## src/rtl/buffer_to_mpf_wr_engine.sv

```systemverilog
// buffer_to_mpf_wr_engine
// Write-side streaming engine. Drains 512-bit lines from the write buffer
// (show-ahead FIFO) and issues one c1 line write per line to consecutive host
// line addresses. It counts write responses and pulses done once every issued
// line has been acknowledged.
//
// Ports
//   clk, reset          single clock, synchronous active-high reset
//   run                 start pulse, sampled only in IDLE
//   first_clAddr        line address of line 0, latched on an accepted run
//   data_length         transfer length in bytes, latched on an accepted run
//   buf_data/buf_empty  head line of the write buffer / buffer has no line
//   buf_rd_enable       pops the buffer head this cycle (combinational)
//   c1_almfull          c1 channel almost full, blocks issue in the same cycle
//   c1_tx_valid/addr/data  registered line-write request
//   c1_rx_wr_rsp        one single-line write response
//   busy                high while in ISSUE or DRAIN
//   done                one-cycle completion pulse
//   dbg_state           current FSM state (0 IDLE, 1 ISSUE, 2 DRAIN, 3 DONE)
//
// Handshake: buffer lines are consumed with show-ahead semantics -- buf_data is
// valid whenever buf_empty is low, and the line is taken in the same cycle
// buf_rd_enable is high. The request presented on c1 in the next cycle carries
// exactly the buf_data value seen on the pop cycle. The c1 side has no ready;
// flow control is c1_almfull plus the outstanding-write limit.
`timescale 1ns/1ps
module buffer_to_mpf_wr_engine #(
  parameter int ADDR_W          = 42,
  parameter int MAX_OUTSTANDING = 64
) (
  input  logic              clk,
  input  logic              reset,
  input  logic              run,
  input  logic [ADDR_W-1:0] first_clAddr,
  input  logic [63:0]       data_length,
  input  logic [511:0]      buf_data,
  input  logic              buf_empty,
  output logic              buf_rd_enable,
  input  logic              c1_almfull,
  output logic              c1_tx_valid,
  output logic [ADDR_W-1:0] c1_tx_addr,
  output logic [511:0]      c1_tx_data,
  input  logic              c1_rx_wr_rsp,
  output logic              busy,
  output logic              done,
  output logic [1:0]        dbg_state
);

  localparam int               CNT_W   = 58;
  localparam logic [CNT_W-1:0] MAX_OUT = CNT_W'(MAX_OUTSTANDING);

  typedef enum logic [1:0] {
    S_IDLE  = 2'd0,
    S_ISSUE = 2'd1,
    S_DRAIN = 2'd2,
    S_DONE  = 2'd3
  } state_t;

  state_t             state_q, state_d;
  logic [ADDR_W-1:0]  base_q, base_d;
  logic [CNT_W-1:0]   total_q, total_d;
  logic [CNT_W-1:0]   issued_q, issued_d;
  logic [CNT_W-1:0]   acked_q, acked_d;
  logic               tx_valid_q;
  logic [ADDR_W-1:0]  tx_addr_q;
  logic [511:0]       tx_data_q;
  logic               busy_q;
  logic               done_q;

  logic [CNT_W-1:0]   req_total;
  logic [CNT_W-1:0]   outstanding;
  logic               fire;
  logic               rsp_count;

  // A partial last line still needs a whole line write.
  assign req_total   = data_length[63:6] + {{(CNT_W-1){1'b0}}, |data_length[5:0]};
  assign outstanding = issued_q - acked_q;

  assign fire = (state_q == S_ISSUE) && !buf_empty && !c1_almfull &&
                (outstanding < MAX_OUT) && (issued_q < total_q);

  // Responses only belong to a transfer in flight; stray ones after an
  // aborted transfer land in IDLE and are dropped.
  assign rsp_count = c1_rx_wr_rsp && ((state_q == S_ISSUE) || (state_q == S_DRAIN));

  assign buf_rd_enable = fire && !reset;

  always_comb begin
    state_d  = state_q;
    base_d   = base_q;
    total_d  = total_q;
    issued_d = issued_q + CNT_W'(fire);
    acked_d  = acked_q + CNT_W'(rsp_count);
    case (state_q)
      S_IDLE: begin
        if (run) begin
          base_d   = first_clAddr;
          total_d  = req_total;
          issued_d = '0;
          acked_d  = '0;
          state_d  = (req_total == '0) ? S_DONE : S_ISSUE;
        end
      end
      S_ISSUE: begin
        if (fire && (issued_d == total_q)) state_d = S_DRAIN;
      end
      S_DRAIN: begin
        // Compare the post-increment count so the last response moves us to
        // DONE on the very next cycle.
        if (acked_d == total_q) state_d = S_DONE;
      end
      S_DONE: begin
        state_d = S_IDLE;
      end
      default: begin
        state_d = S_IDLE;
      end
    endcase
  end

  always_ff @(posedge clk) begin
    if (reset) begin
      state_q    <= S_IDLE;
      base_q     <= '0;
      total_q    <= '0;
      issued_q   <= '0;
      acked_q    <= '0;
      tx_valid_q <= 1'b0;
      tx_addr_q  <= '0;
      tx_data_q  <= '0;
      busy_q     <= 1'b0;
      done_q     <= 1'b0;
    end else begin
      state_q    <= state_d;
      base_q     <= base_d;
      total_q    <= total_d;
      issued_q   <= issued_d;
      acked_q    <= acked_d;
      tx_valid_q <= fire;
      if (fire) begin
        tx_addr_q <= base_q + ADDR_W'(issued_q);
        tx_data_q <= buf_data;
      end
      busy_q     <= (state_d == S_ISSUE) || (state_d == S_DRAIN);
      done_q     <= (state_d == S_DONE);
    end
  end

  assign c1_tx_valid = tx_valid_q;
  assign c1_tx_addr  = tx_addr_q;
  assign c1_tx_data  = tx_data_q;
  assign busy        = busy_q;
  assign done        = done_q;
  assign dbg_state   = state_q;

endmodule
```

## config.mk

```make
export PLATFORM = sky130hd
export DESIGN_NAME = buffer_to_mpf_wr_engine
export DESIGN_NICKNAME = d
export VERILOG_FILES = /design/src/rtl/buffer_to_mpf_wr_engine.sv
export SDC_FILE = /design/constraint.sdc
export NUM_CORES = 2
export LEC_CHECK = 0
export BUFFER_PORTS_ARGS = -buffer_cell sky130_fd_sc_hd__buf_2
export CAP_MARGIN = 20
export CELL_PAD_IN_SITES_DETAIL_PLACEMENT = 1
export CELL_PAD_IN_SITES_GLOBAL_PLACEMENT = 2
export CORE_AREA = 3 3 460 462
export DETAILED_ROUTE_END_ITERATION = 10
export DIE_AREA = 0 0 463 465
export GPL_ROUTABILITY_DRIVEN = 0
export HOLD_SLACK_MARGIN = 0.03
export PLACE_DENSITY_LB_ADDON = 0.1
export SLEW_MARGIN = 20
export SYNTH_ARGS = -nofsm -noshare
export SYNTH_HDL_FRONTEND = slang
export SYNTH_SLANG_ARGS = --single-unit
export TNS_END_PERCENT = 5
```

## constraint.sdc

```tcl
create_clock -name clk -period 7.4 [get_ports clk]
set_clock_uncertainty 0.15 [all_clocks]
set_input_delay 0.74 -clock clk [delete_from_list [all_inputs] [get_ports clk]]
set_output_delay 0.74 -clock clk [all_outputs]
set_load 0.02 [all_outputs]
```

==> run summary <==
Status -> finished with violations
Failing checks -> negative setup slack
Critical path required time -> 7.86 ns
Synth async-reset ratio -> 0
Clk_lat worst skew -> 0.78 ns
Post-DR wirelength/cell -> 30.6 um
CP max-delay cell -> or4_4
Final WL -> 300 mm
Most common cell after layout, fill and taps aside -> buf_2
IO Count -> 1184
Crit. End Element -> flip-flop
Worst Path Arrival -> 8.49 ns
CP peak stage delay -> 0.53 ns
Util after Layout -> 0.311
Most used DFF post-synth -> dfxtp_1
Commonest non-fill, non-tap cells in the layout -> buf_2 (1182), nor2_1 (816), buf_4 (788)
Setup Crit Path Kind -> flip-flop to flip-flop
Initial core utilization -> 0.193
Met1 GRT Util -> 0.337
Highest clock rate -> 0.125 GHz
GRT busiest layer -> met2
Worst Hold Depth -> 3
Top cell by count, worst path -> buf_4
Iter 0 DRT Violations -> 2899
Core area -> 207000 sq um
# DRC -> 0
Non-filler cells, final -> 9814
Worst Setup Start Kind -> flip-flop
Root Driver -> clkbuf_16
Mapped Area -> 40000 sq um
Buffers on Ports -> 1183
Hold Crit Start -> buf_data[395]
EDFF count, synth -> 0
Clock-pin slew on the worst setup and hold paths -> 0.06 ns
Met3 GRT Util -> 0.0734
Synth unique cells -> 93
Setup Viol. Count Final -> 337
Critical R2R Launch -> acked_q[25]
Area of the multi-input gates -> 23500 sq um
Post-route minimum period -> 8.03 ns
Fin. max-slew vios -> 0
R2R Setup Slk -> -0.63 ns
Antenna viol nets, final -> 0
Vias per cell -> 4.58
Combinational power share -> 0.258
Vias -> 44900
Synth Register Bits -> 775
Post-Syn Instances -> 4546
Final count of hold timing violations -> 0
Deepest clock path buffer count -> 3
Nets -> 7694
PwrDens -> 211 nW/um^2
Clock Power Share -> 0.408
Sw power -> 4.38 mW
Die span in y -> 465 um
H-tree Lvls -> 3
Worst slew margin -> 0.231
Worst Hold End -> c1_tx_data[395]
Clock sink total -> 775
Max FO, Critical Path -> 3
Register area share after synthesis -> 0.388
Layout cells sized above 1 -> 0.339
R2r worst-path depth -> 38
Initial antenna violation count -> 124
Fillers -> 24300
Sequential power share -> 0.334
Final worst-path cycle share -> 1.08
Avg Inst Size Synth -> 8.80 sq um
WHS -> 0.0866 ns
Leak -> 28.2 nW
Internal power -> 9.25 mW
Setup WS pre-CTS -> -1.49 ns
Worst Max-Slew Pin Slew -> 1.14 ns
First-pass GRT wire length -> 401 mm
Register Area -> 15500 sq um
CTS tree -> done
Drt pass-1 iters -> 5
Die span in x -> 463 um
Met2 track demand over resource -> 0.445
TritonCTS Buffers -> 104
Placed instance count -> 9089
Peak VDD IR -> 0.000186 V
Syn Nets -> 5336
YS warnings -> 0
PnR Total Power -> 13.6 mW
HP Class -> primary input to flip-flop
Sw Share -> 0.322
Gr usage total -> 0.267
Unrepaired setup endpoints after global routing -> yes
Worst reg2reg path endpoint -> busy
Vias in the first global route -> 46000
Largest net degree at the start of global routing -> 158
Die area -> 215000 sq um
HPWL Detailed -> 253 mm
Max Cap Violations -> 0
Global route overflow -> 0
Row count -> 167
Min setup slack post-route -> -0.628 ns
Area grow syn2layout -> 61.1%
==> flip-flops by register name (all words and copies together) (netlist names) <==
signal,flops
c1_tx_data,512
total_q,58
c1_tx_valid,1
acked_q,58
done,1
dbg_state,2
base_q,42
c1_tx_addr,42
issued_q,58
busy,1
==> critical path: cells and delay by family (launching register included) <==
| family | cells | cell delay, ns |
|---|---|---|
| buf+inv | 11 | 1.48 |
| xor+xnor | 1 | 0.06 |
| compound gates | 7 | 1.26 |
| simple gates | 15 | 3.79 |
| fa+ha+maj | 4 | 0.83 |
| flops | 1 | 0.32 |
==> synth_stat cells (35+ instances only) <==
cell type / n / area share
nor2_1: 822 / 0.077
mux2i_1: 561 / 0.14
dfxtp_1: 775 / 0.39
nor4_1: 50 / 0.0078
xor2_1: 81 / 0.018
inv_1: 162 / 0.015
xnor2_1: 227 / 0.050
o22ai_1: 65 / 0.010
nand3_1: 117 / 0.015
clkbuf_1: 143 / 0.013
and3_1: 42 / 0.0066
nand4_1: 103 / 0.016
ha_1: 165 / 0.052
a21oi_1: 154 / 0.019
a21o_1: 50 / 0.0094
nor3_1: 92 / 0.012
buf_4: 35 / 0.0066
a22o_1: 42 / 0.0092
o21ai_0: 106 / 0.013
nand2_1: 248 / 0.023
==> per-stage QoR <==
stage	instance area [sq um]	TNS [ns]
2_1_floorplan	40000	0
3_3_place_gp	54600	-5.12
3_5_place_dp	54600	-5.13
4_1_cts	63700	-210.44
5_1_grt	64400	-174.92
6_report	64500	-24.54
==> worst max path at each step <==
stage                            from   end  slack [ns]  depth (start not counted)
final                     acked_q[25]  busy       -0.63                         38
after floorplan           acked_q[34]  busy        0.11                         31
after global routing       acked_q[8]  busy       -1.05                         37
after global placement    acked_q[26]  busy       -1.49                         36
after CTS                  acked_q[6]  busy       -0.54                         36
after detailed placement  acked_q[26]  busy       -1.49                         36
==> metal layers <==
metal | wire, um | vias up
met5 | 412 | -
met4 | 9820 | 66
met3 | 21500 | 400
met2 | 140000 | 1391
met1 | 129000 | 22200
li1 | - | 20800
==> power by group through the flow <==
stage	sequential [mW]	combinational (mW)	clock, mW
after CTS	4.54	3.42	5.73
after detailed placement	4.63	3.00	0
final	4.55	3.52	5.57
after floorplan	4.71	1.28	0
after global placement	4.63	3.00	0
after global routing	4.57	3.74	5.88
==> cells by family after synthesis <==
kind of cell             after synthesis  synth area share
flip-flops                           775             0.388
XOR/XNOR                             311            0.0691
adder cells (fa/ha/maj)              166            0.0521
AO/OA/AOI/OAI                        669             0.112
multiplexers                         566             0.142
buffers and inverters                384            0.0440
AND/OR/NAND/NOR                     1675             0.193
==> area by class of cell <==
class / count / area share
diodes: 39 / 0.00151
clock buffers: 149 / 0.0464
clock inverters: 40 / 0.0109
inverters: 164 / 0.00955
multi-input cells: 3387 / 0.364
flip-flops and latches: 775 / 0.241
well taps: 2788 / 0.0541
repair buffers: 2472 / 0.273
==> repair_timing <==
item | in CTS | in global routing
gates resized for setup | 105 | 101
pin swaps | 38 | 22
buffers inserted | 66 | 3
endpoints found under the setup margin | 4 | 558
cloned | 10 | 8
hold buffers | 411 | 0
hold endpoints to repair | 411 | 0
(Power assumes the default switching activity.)
